===== src/rtl/turbo_rep_decoder.sv =====
// Repetition-code frame decoder: loads 4x21-bit beats, majority-votes 5 message bits (ITERATE copies each).
// Latency: done_o 3+ITERATE edges after the beat-0 edge (variable when DECODER_EARLY_STOP_EN is defined).
// Backpressure: none; start_i low mid-load aborts the frame, start_i is ignored while accumulating.
module turbo_rep_decoder #(
    parameter int ITERATE = 16
) (
    input  logic        clk_p_i,
    input  logic        reset_n_i,
    input  logic        start_i,
    input  logic [20:0] data_i,
    output logic [4:0]  data_o,
    output logic        done_o
);

    localparam int             FW     = 5 * ITERATE;
    localparam int             J_W    = (ITERATE > 1) ? $clog2(ITERATE) : 1;
    localparam logic [4:0]     HALF   = 5'(ITERATE / 2);
    localparam logic [J_W-1:0] J_LAST = J_W'(ITERATE - 1);
    localparam bit             EVEN   = (ITERATE % 2) == 0;

    typedef enum logic [1:0] {
        IDLE  = 2'd0,
        LOAD  = 2'd1,
        ACCUM = 2'd2
    } state_t;

    state_t            state_q, state_d;
    logic [1:0]        beat_q, beat_d;
    logic [FW-1:0]     frame_q, frame_d;
    logic [J_W-1:0]    j_q, j_d;
    logic [4:0][4:0]   cnt_q, cnt_d;
    logic [4:0]        data_q, data_d;
    logic              done_q, done_d;

    logic [1:0]              beat_slot;
    logic [FW-1:0]           frame_beat;
    logic [4:0][ITERATE-1:0] copies;
    logic [4:0]              cur_bit;
    logic [4:0][4:0]         cnt_sum;
    logic [4:0]              vote;
    logic                    finish;

    // Only the 5*ITERATE payload bits are stored; reserved frame bits never reach a register.
    always_comb begin
        beat_slot  = (state_q == LOAD) ? beat_q : 2'd0;
        frame_beat = frame_q;
        for (int p = 0; p < FW; p++) begin
            if (beat_slot == 2'(3 - p / 21)) begin
                frame_beat[p] = data_i[p % 21];
            end
        end
    end

    always_comb begin
        copies  = '0;
        cur_bit = '0;
        cnt_sum = '0;
        vote    = '0;
        for (int i = 0; i < 5; i++) begin
            copies[i]  = frame_q[ITERATE*i +: ITERATE];
            cur_bit[i] = copies[i][j_q];
            cnt_sum[i] = cnt_q[i] + {4'b0000, cur_bit[i]};
            if (cnt_sum[i] > HALF) begin
                vote[i] = 1'b1;
            end else if (EVEN && (cnt_sum[i] == HALF)) begin
                vote[i] = copies[i][0];
            end else begin
                vote[i] = 1'b0;
            end
        end
    end

`ifdef DECODER_EARLY_STOP_EN
    logic [4:0] settled;

    // A bit is settled once either polarity already holds a strict majority of all copies.
    always_comb begin
        settled = '0;
        for (int i = 0; i < 5; i++) begin
            settled[i] = (cnt_sum[i] > HALF) ||
                         ((5'(j_q) + 5'd1 - cnt_sum[i]) > HALF);
        end
        finish = (j_q == J_LAST) || (&settled);
    end
`else
    always_comb begin
        finish = (j_q == J_LAST);
    end
`endif

    always_comb begin
        state_d = state_q;
        beat_d  = beat_q;
        frame_d = frame_q;
        j_d     = j_q;
        cnt_d   = cnt_q;
        data_d  = data_q;
        done_d  = 1'b0;
        case (state_q)
            IDLE: begin
                if (start_i) begin
                    frame_d = frame_beat;
                    beat_d  = 2'd1;
                    state_d = LOAD;
                end
            end
            LOAD: begin
                if (start_i) begin
                    frame_d = frame_beat;
                    if (beat_q == 2'd3) begin
                        beat_d  = 2'd0;
                        j_d     = '0;
                        cnt_d   = '0;
                        state_d = ACCUM;
                    end else begin
                        beat_d = beat_q + 2'd1;
                    end
                end else begin
                    frame_d = '0;
                    beat_d  = 2'd0;
                    state_d = IDLE;
                end
            end
            ACCUM: begin
                cnt_d = cnt_sum;
                j_d   = j_q + J_W'(1);
                if (finish) begin
                    data_d  = vote;
                    done_d  = 1'b1;
                    j_d     = '0;
                    state_d = IDLE;
                end
            end
            default: begin
                state_d = IDLE;
            end
        endcase
    end

    always_ff @(posedge clk_p_i or posedge reset_n_i) begin
        if (reset_n_i) begin
            state_q <= IDLE;
            beat_q  <= 2'd0;
            frame_q <= '0;
            j_q     <= '0;
            cnt_q   <= '0;
            data_q  <= '0;
            done_q  <= 1'b0;
        end else begin
            state_q <= state_d;
            beat_q  <= beat_d;
            frame_q <= frame_d;
            j_q     <= j_d;
            cnt_q   <= cnt_d;
            data_q  <= data_d;
            done_q  <= done_d;
        end
    end

    assign data_o = data_q;
    assign done_o = done_q;

endmodule


===== config.mk =====
export PLATFORM = sky130hd
export DESIGN_NAME = turbo_rep_decoder
export DESIGN_NICKNAME = d
export VERILOG_FILES = /design/src/rtl/turbo_rep_decoder.sv
export SDC_FILE = /design/constraint.sdc
export NUM_CORES = 1
export LEC_CHECK = 0
export BUFFER_PORTS_ARGS = -buffer_cell sky130_fd_sc_hd__clkbuf_2
export CAP_MARGIN = 20
export CELL_PAD_IN_SITES_DETAIL_PLACEMENT = 1
export CELL_PAD_IN_SITES_GLOBAL_PLACEMENT = 2
export CORE_ASPECT_RATIO = 0.7
export CORE_UTILIZATION = 40
export DETAILED_ROUTE_END_ITERATION = 16
export PLACE_DENSITY_LB_ADDON = 0.1
export SYNTH_ARGS = -nofsm -noshare
export SYNTH_HDL_FRONTEND = slang
export SYNTH_SLANG_ARGS = --single-unit

===== constraint.sdc =====
create_clock -name clk_p_i -period 4.3 [get_ports clk_p_i]
set_clock_uncertainty 0.2 [all_clocks]
set_input_delay 0.645 -clock clk_p_i [delete_from_list [all_inputs] [get_ports clk_p_i]]
set_output_delay 0.645 -clock clk_p_i [all_outputs]
set_load 0.03 [all_outputs]

==> results of run 1 <==
==> worst max-delay path by stage <==
stage	from	end	slack, ns	cells after the start
after floorplan	reset_n_i	beat_q[0]	0.30	1
after global routing	j_q[0]	data_o[2]	0.44	11
after CTS	j_q[0]	data_o[0]	0.66	10
final	j_q[0]	data_o[4]	0.71	10
after global placement	j_q[0]	data_o[1]	0.74	11
after detailed placement	j_q[0]	data_o[0]	0.66	10
==> cells in the final DEF, fill, tap and decap left out, drive strengths merged, types with 11 or more instances in the layout <==
cell type	count
nand2	25
clkbuf	49
a21oi	12
a22o	58
ha	12
dfrtp	119
nor2	48
buf	11
o221a	12
a211oi	20
mux4	15
nand3	14
o21ai	29
==> logic make-up after synthesis <==
group | synth area share, %
AO/OA/AOI/OAI | 23.2
AND/OR/NAND/NOR | 9.78
buffers and inverters | 3.28
flip-flops | 52.7
adder cells (fa/ha/maj) | 2.66
XOR/XNOR | 1.24
multiplexers | 7.15
==> sequential cells by signal, indices dropped and copies added, names as in the netlist <==
register,flops
data_o,5
cnt_q,25
state_q,2
beat_q,2
copies,80
done_o,1
j_q,4
==> layer usage <==
layer  GRT usage [%]  wire, um
met2            36.8      7320
met1            36.5      7570
met4            6.71       115
met5               0         0
met3            5.39      1260
==> where the power goes <==
part | internal [W] | switching, W | total (W)
logic | 0.000633 | 0.000741 | 0.00137
clock network | 0.00101 | 0.000527 | 0.00154
registers | 0.00146 | 0.000340 | 0.00180
total | 0.00310 | 0.00161 | 0.00471
==> critical path: stages (launching register included) <==
cell and delay, ns:
sky130_fd_sc_hd__dfrtp_1 0.56, sky130_fd_sc_hd__buf_4 0.35, sky130_fd_sc_hd__mux4_2 0.57, sky130_fd_sc_hd__a22oi_1 0.23, sky130_fd_sc_hd__o31ai_1 0.11, sky130_fd_sc_hd__ha_1 0.24
sky130_fd_sc_hd__ha_1 0.32, sky130_fd_sc_hd__or4_1 0.49, sky130_fd_sc_hd__a21oi_1 0.17, sky130_fd_sc_hd__a211o_1 0.11, sky130_fd_sc_hd__a31oi_1 0.07
==> stage by stage <==
step                      utilization (%)  instance area [sq um]  setup WS [ns]
after floorplan                         -                   5650          0.298
after global placement               44.3                   5970          0.739
after detailed placement             44.3                   5970          0.655
after CTS                            49.0                   6610          0.661
after global routing                 49.0                   6610          0.440
final                                49.0                   6610          0.709
==> cell type report <==
type | instances | area (sq um)
multi-input cells | 331 | 2510
clock inverters | 11 | 171
repair buffers | 40 | 240
well taps | 185 | 231
fillers | 1459 | 6880
flip-flops and latches | 119 | 2980
inverters | 4 | 17.5
clock buffers | 20 | 467
==> flow_metrics.tcl, run 1 <==
set metrics [dict create \
    final.min_clock_period_ns 3.59 \
    final-setup-viol-count 0 \
    fp.dieW_um 144 \
    capture_instance_of_the_worst_register_to_register_path "data_o[4]" \
    number_of_nets_produced_by_synthesis 526 \
    grt_start_max_net_pins 67 \
    reg2reg_slack_ns 0.71 \
    final_min_period_over_clock_period_pct 83.5 \
    postRouteAntennaNets 0 \
    final-instance-count-excl-fill 710 \
    yosys.area.top_type "sky130_fd_sc_hd__dfrtp_1" \
    cts.repair.resized 0 \
    drt-wirelength-per-cell_um 22.9 \
    cts_made_buffers 17 \
    post-place-cells 679 \
    synth_top_cell_area_share_pct 52.7 \
    crit_path_start_kind "register" \
    cts_post_setup_buffers_inserted 0 \
    drc 0 \
    grt_remaining_overflow 0 \
    launch_point_of_the_worst_reg_to_reg_path "j_q[0]" \
    dr.first_iter.drc_count 234 \
    avgViaCountPerCell 6.04 \
    placementRows 35 \
    synth_area_per_cell_sq_um 11.5 \
    critical_path_arrival_ns 3.63 \
    io-pin-count 30 \
    globalplace.congestion 0.813 \
    initial_core_util_pct 41.9 \
    area_growth_syn_to_layout_pct 17.0 \
    worstSetupEndpointType "register" \
    n_antenna_cell 0 \
    cts_tree "done" \
    pwr_density_cell_nw_per_um2 713 \
    die_height_um 101 \
    reg2regPathDepth 10 \
    clock_path_buffers 2 \
    grt_setup_unrepaired "no" \
    tightest_slew_ns 0.908 \
    ys_types 38 \
    synth_enable_flop_cells 0 \
    yosysWarningCount 0 \
    wirelength_um 16300 \
    run_status "finished, final reports clean" \
    syn-cell-area_sq_um 5650 \
    die-area_sq_um 14600 \
    grt_pass1_vias 4481 \
    worstSkewPairLatency_ns 0.41 \
    yosysSeqAreaShare_pct 52.7 \
    drt-pass1-iter-count 5 \
    final_max_slew_viol_count 0 \
    relSlewSlack_pct 39.5 \
    crit_fanout 18 \
    synthesis.instances 490 \
    max-vdd-ir-drop_v 0.000243 \
    pwr_total_w 0.00471 \
    global_route.usage.total_pct 24.8 \
    drv.max_cap_violation_count 0 \
    htree_levels 4 \
    synth.most_common_cell "sky130_fd_sc_hd__dfrtp_1" \
    numPortBuffers 29 \
    antenna_found_initial 0 \
    ys_dominant_reg_cell "sky130_fd_sc_hd__dfrtp_1" \
    yosys-top-cells-count "119 x sky130_fd_sc_hd__dfrtp_1, 58 x sky130_fd_sc_hd__a22o_1, 48 x sky130_fd_sc_hd__nor2_1" \
    clock_sink_count 119 \
    finalSetupTns_ns 0 \
    hpwlAfterDp_um 10900 \
    final_layout_size_suffix_gt1_share_pct 21.0 \
    synth.ff_latch_count 119 \
    leakage_nw 2.94 \
    min_path_type "primary input to asynchronous set/reset pin" \
    first_pass_grt_wire_length_um 26400 \
    synth_top_cells_by_area "sky130_fd_sc_hd__dfrtp_1 53%, sky130_fd_sc_hd__a22o_1 9.0%, sky130_fd_sc_hd__mux4_2 6.0%" \
    clock_tree.root_cell "sky130_fd_sc_hd__clkbuf_16" \
    clkTransAtPathRegs_ns 0.06 \
    post_layout_nets 549 \
    required_ns 4.34 \
    achievable-frequency_mhz 278 \
    finalHoldViolations 0 \
    critical_path_class "register to register" \
    vias 4290 \
    fraction_of_registers_with_async_set_reset_pct 100 \
    core-area_sq_um 13500 \
    fin_worst_hold_slack_ns 0.206 \
    cts_hold_buf 0 \
]
Note: power is estimated with default switching activity, not from simulation.
==> run 2: changes to the inputs <==
Settings changed: CORE_UTILIZATION 40 to 38.
Clock period 4.3 ns to 3.28 ns, I/O delays scaled along.
==> flow_metrics.tcl, run 2 (synthesized netlist as in run 1, its figures left out) <==
set metrics [dict create \
    regArea_sq_um 2980 \
    crit_path_cell_trace "buf_12 > mux4_2 > o22ai_1 > o31ai_1 > ha_2 > ha_1 > or4_1 > a21oi_2 > a211o_1 > a31oi_1" \
    die-area_sq_um 15400 \
    numPortBuffers 29 \
    vias 4367 \
    core-area_sq_um 14200 \
    crit_path_top_delay_cell "sky130_fd_sc_hd__or4_1" \
    grt_start_max_net_pins 120 \
    post_layout_nets 559 \
    clkTransAtPathRegs_ns 0.06 \
    critPathLaunch "j_q[0]" \
    die_height_um 104 \
    cts_made_buffers 17 \
    postRouteAntennaNets 0 \
    clock_sink_count 119 \
    crit_path_start_kind "register" \
    fp.dieW_um 148 \
    pwr_density_cell_nw_per_um2 928 \
    power.switching_fraction_pct 35.2 \
    internal_power_w 0.00403 \
    drv.max_cap_violation_count 0 \
    finalHoldViolations 0 \
    htree_levels 4 \
    final_layout_size_suffix_gt1_share_pct 23.5 \
    min_path_type "primary input to asynchronous set/reset pin" \
    tightest_slew_ns 0.863 \
    grt_util_met2_pct 32.6 \
    dr.first_iter.drc_count 294 \
    multi_input_comb_area_sq_um 2530 \
    critical_path_arrival_ns 3.26 \
    first_pass_grt_wire_length_um 26900 \
    required_ns 3.36 \
    drt-pass1-iter-count 4 \
    grt_remaining_overflow 0 \
    critical_path_class "register to register" \
    avgViaCountPerCell 6.02 \
    p_seq_share_pct 37.7 \
    drc 0 \
    layout.cells.most_common "sky130_fd_sc_hd__dfrtp_1" \
    cts_hold_buf 0 \
    final_min_period_over_clock_period_pct 96.8 \
    met1_usage_pct 35.0 \
    fillers 1516 \
    mostFrequentLayoutCells "119 x sky130_fd_sc_hd__dfrtp_1, 58 x sky130_fd_sc_hd__a22o_1, 48 x sky130_fd_sc_hd__nor2_1, 29 x sky130_fd_sc_hd__clkbuf_2, 28 x sky130_fd_sc_hd__o21ai_0" \
    clock_power_share_pct 31.0 \
    final.min_clock_period_ns 3.17 \
    placementRows 36 \
    final-setup-viol-count 0 \
    switching_power_w 0.00219 \
    reg2regPathDepth 10 \
    grt-busiest-layer "met1" \
    grt_pass1_vias 4604 \
    largest_register_ffs 80 \
    global_route.usage.total_pct 23.0 \
    wirelength_um 16500 \
    launch_point_of_the_worst_reg_to_reg_path "j_q[0]" \
    leakage_nw 2.97 \
    final_max_slew_viol_count 0 \
    worstSkewPairLatency_ns 0.41 \
    clock_tree.root_cell "sky130_fd_sc_hd__clkbuf_16" \
    timing.critical_path.slowest_cell_delay_ns 0.51 \
    antenna_found_initial 0 \
    initial_core_util_pct 39.7 \
    grt_use_met3_pct 4.25 \
    area_growth_syn_to_layout_pct 18.5 \
    hpwlAfterDp_um 11200 \
    globalplace.congestion 0.811 \
    n_antenna_cell 0 \
    cts_tree "done" \
    fin_worst_hold_slack_ns 0.0313 \
    share_comb_of_total_power_pct 31.3 \
    max-vdd-ir-drop_v 0.000302 \
    drt-wirelength-per-cell_um 22.7 \
    worstSetupEndpointType "register" \
    pwr_total_w 0.00622 \
    relSlewSlack_pct 42.3 \
    achievable-frequency_mhz 315 \
    crit_fanout 13 \
    clock_path_buffers 2 \
    io-pin-count 30 \
    run_status "finished, final reports clean" \
]
-- run 2: cell count changes in the layout (fill, tap and decap cells not counted), moves of 2 or more --
cell | previous run | this run
sky130_fd_sc_hd__ha_2 | 0 | 2
sky130_fd_sc_hd__buf_4 | 10 | 18
sky130_fd_sc_hd__ha_1 | 12 | 10
sky130_fd_sc_hd__clkbuf_8 | 3 | 0
sky130_fd_sc_hd__clkinvlp_4 | 2 | 4
sky130_fd_sc_hd__inv_6 | 1 | 3
-- run 2: power groups by stage --
stage / Clock [W] / Combinational (W) / Sequential [W]
floorplan: 0 / 0.00141 / 0.00219
detailed placement: 0 / 0.00189 / 0.00235
CTS: 0.00196 / 0.00190 / 0.00234
finish: 0.00193 / 0.00195 / 0.00234
global route: 0.00203 / 0.00214 / 0.00240
global placement: 0 / 0.00182 / 0.00233
-- run 2: metrics by stage --
stage               instance area, sq um  setup WS [ns]  std cells  utilization (%)  TNS (ns)
global placement                    6050          0.151        692             42.5         0
floorplan                           5660          0.180        490                -         0
global route                        6700        -0.0128        726             47.1   -0.0128
detailed placement                  6050         0.0524        692             42.5         0
CTS                                 6660         0.0460        724             46.8         0
finish                              6700          0.105        726             47.1         0
-- run 2: final timing paths --
path | to | slack [ns]
worst max-delay path | data_o[0] | 0.11
worst min-delay path | copies[66] | 0.03
worst max register to register | data_o[0] | 0.11
worst min register to register | cnt_q[4] | 0.31
max in group asynchronous | cnt_q[7] | 2.34
min in group clk_p_i | copies[41] | 0.15
-- run 2: repair_timing --
action	4_1_cts	5_1_grt
gates resized for setup	0	7
endpoints found under the setup margin	0	4
setup buffers	0	2
-- run 2: area by class of cell --
type	instances	area share [%]
Tap cell	190	3.55
Multi-Input combinational cell	331	37.8
Sequential cell	119	44.4
Clock buffer	18	6.40
Inverter	4	0.280
Timing Repair Buffer	50	4.95
Clock inverter	14	2.61
-- run 2: layer usage --
metal	up-vias	part of all wire (%)
li1	1958	-
met1	2288	51
met2	101	44
met3	20	4.2
met4	0	1.2
met5	-	0
-- run 2: worst max-delay path: cells and delay by family, from the launching register on --
family	cells	cell delay, ns
adder cells (fa/ha/maj)	2	0.52
flip-flops	1	0.40
multiplexers	1	0.50
AO/OA/AOI/OAI	5	0.73
AND/OR/NAND/NOR	1	0.51
buffers and inverters	1	0.17
==> run 3: changes to the inputs <==
Settings changed: BUFFER_PORTS_ARGS -buffer_cell sky130_fd_sc_hd__clkbuf_2 to -buffer_cell sky130_fd_sc_hd__buf_2, SKIP_LAST_GASP set to 1.
==> flow_metrics.tcl, run 3 (synthesized netlist as in run 1, its figures left out) <==
set metrics [dict create \
    hp-start "data_i[20]" \
    critical_path.most_common_cell "sky130_fd_sc_hd__ha_1" \
    required_ns 3.38 \
    switching_power_w 0.00220 \
    multi_input_comb_area_sq_um 2520 \
    pwr_density_cell_nw_per_um2 922 \
    io-pin-count 30 \
    fp.dieW_um 148 \
    global_route.usage.total_pct 23.4 \
    final_min_period_over_clock_period_pct 97.2 \
    power.switching_fraction_pct 35.2 \
    critical_path_class "register to register" \
    clock_sink_count 119 \
    n_antenna_cell 0 \
    capture_instance_of_the_worst_register_to_register_path "data_o[0]" \
    crit_path_top_delay_cell "sky130_fd_sc_hd__mux4_2" \
    clock_path_buffers 2 \
    drt-pass1-iter-count 5 \
    grt_start_max_net_pins 52 \
    numPortBuffers 29 \
    initial_core_util_pct 39.7 \
    run_status "finished, final reports clean" \
    relSlewSlack_pct 41.0 \
    crit_path_start_kind "register" \
    cts_tree "done" \
    clock_tree.root_cell "sky130_fd_sc_hd__clkbuf_16" \
    placementRows 36 \
    hpwlAfterDp_um 11300 \
    die-area_sq_um 15400 \
    postRouteAntennaNets 0 \
    achievable-frequency_mhz 314 \
    fillers 1526 \
    area_after_dpl_sq_um 6080 \
    max-vdd-ir-drop_v 0.000398 \
    grt_pass1_vias 4485 \
    final_max_slew_viol_count 0 \
    layout.cells.most_common "sky130_fd_sc_hd__dfrtp_1" \
    first_pass_grt_wire_length_um 27000 \
    finalHoldViolations 0 \
    area_growth_syn_to_layout_pct 20.1 \
    reg2regPathDepth 11 \
    launch_point_of_the_worst_reg_to_reg_path "j_q[0]" \
    clkTransAtPathRegs_ns 0.06 \
    largest_register_ffs 80 \
    worst-path-buf-inv 2 \
    internal_power_w 0.00406 \
    die_height_um 104 \
    dr.first_iter.drc_count 323 \
    reg2reg_slack_ns 0.09 \
    grt_remaining_overflow 0 \
    final_layout_size_suffix_gt1_share_pct 24.8 \
    final-setup-viol-count 0 \
    final.min_clock_period_ns 3.19 \
    htree_levels 4 \
    regArea_sq_um 2980 \
    mostFrequentLayoutCells "118 x sky130_fd_sc_hd__dfrtp_1, 58 x sky130_fd_sc_hd__a22o_1, 47 x sky130_fd_sc_hd__nor2_1, 29 x sky130_fd_sc_hd__buf_2, 29 x sky130_fd_sc_hd__buf_4" \
    post_layout_nets 572 \
    min_path_cells 2 \
    vias 4446 \
    clock_power_share_pct 29.9 \
    crit_path_cell_trace "buf_12 > buf_4 > mux4_2 > o22ai_1 > o31ai_1 > ha_1 > ha_1 > or4_1 > a21oi_1 > a211o_1 > a31oi_1" \
    globalplace.congestion 0.796 \
    antenna_found_initial 0 \
    worstSetupEndpointType "register" \
    min_path_type "primary input to register" \
    cp_top_family "compound AO/OA/AOI/OAI gates" \
    drt-wirelength-per-cell_um 22.7 \
    tightest_slew_ns 0.883 \
    core-area_sq_um 14200 \
    worstHoldEndpoint "copies[41]" \
    cts_made_buffers 17 \
    share_comb_of_total_power_pct 32.9 \
    critical_path_arrival_ns 3.29 \
    drc 0 \
    leakage_nw 3.04 \
    pwr_total_w 0.00626 \
    p_seq_share_pct 37.2 \
    timing.critical_path.slowest_cell_delay_ns 0.48 \
    crit_fanout 9 \
    final_core_density_pct 47.7 \
    stdcell_area_sq_um 6790 \
    avgViaCountPerCell 6.02 \
    worstSkewPairLatency_ns 0.43 \
    wirelength_um 16800 \
    drv.max_cap_violation_count 0 \
]
run 3: cell count changes in the layout (fill, tap and decap cells not counted), sizes merged:
cell / previous run / this run
inv: 6 / 4
clkbuf: 47 / 22
dlygate4sd3: 0 / 1
buf: 21 / 61
bufinv: 3 / 2
run 3: metal layers:
layer / vias to the layer above / wire (um) / GRT usage (%)
met5: - / 0 / 0
met4: 0 / 303 / 8.62
met3: 24 / 895 / 5.22
met2: 117 / 7220 / 32.7
met1: 2322 / 8390 / 35.2
li1: 1983 / - / -
run 3: worst max path at each step:
stage                      start         to  slack [ns]  cells after the start
after floorplan           j_q[0]  data_o[3]        0.18                     11
after global placement    j_q[0]  data_o[4]        0.14                     10
after detailed placement  j_q[0]  data_o[4]        0.05                     10
after CTS                 j_q[0]  data_o[4]        0.02                     10
after global routing      j_q[0]  data_o[1]      -0.005                     11
final                     j_q[0]  data_o[0]        0.09                     11
run 3: power by group through the flow:
stage	registers [W]	logic (W)	clock network, W
2_1_floorplan	0.00219	0.00141	0
4_1_cts	0.00232	0.00193	0.00190
5_1_grt	0.00240	0.00227	0.00196
3_5_place_dp	0.00233	0.00190	0
3_3_place_gp	0.00232	0.00183	0
6_report	0.00233	0.00206	0.00187
run 3: area by class of cell:
type | instances | share of cell area [%]
Clock buffer | 21 | 6.78
Clock inverter | 11 | 1.82
Inverter | 4 | 0.276
Multi-Input combinational cell | 331 | 37.1
Sequential cell | 119 | 43.9
Tap cell | 190 | 3.50
Timing Repair Buffer | 63 | 6.61
run 3: per-stage QoR:
stage / setup TNS (ns) / hold slack (ns) / cells / setup WS [ns]
after floorplan: 0 / 0.258 / 490 / 0.180
after global placement: 0 / 0.270 / 696 / 0.143
after detailed placement: 0 / 0.282 / 696 / 0.0500
after CTS: 0 / 0.117 / 729 / 0.0221
after global routing: -0.00486 / 0.136 / 739 / -0.00486
final: 0 / 0.134 / 739 / 0.0928
run 3: repair_timing:
action / in CTS / in global routing
gates resized for setup: 1 / 5
gates cloned: 0 / 1
buffers inserted: 0 / 9
endpoints found under the hold margin: 25 / 0
endpoints found under the setup margin: 1 / 3
hold buffers: 1 / 0
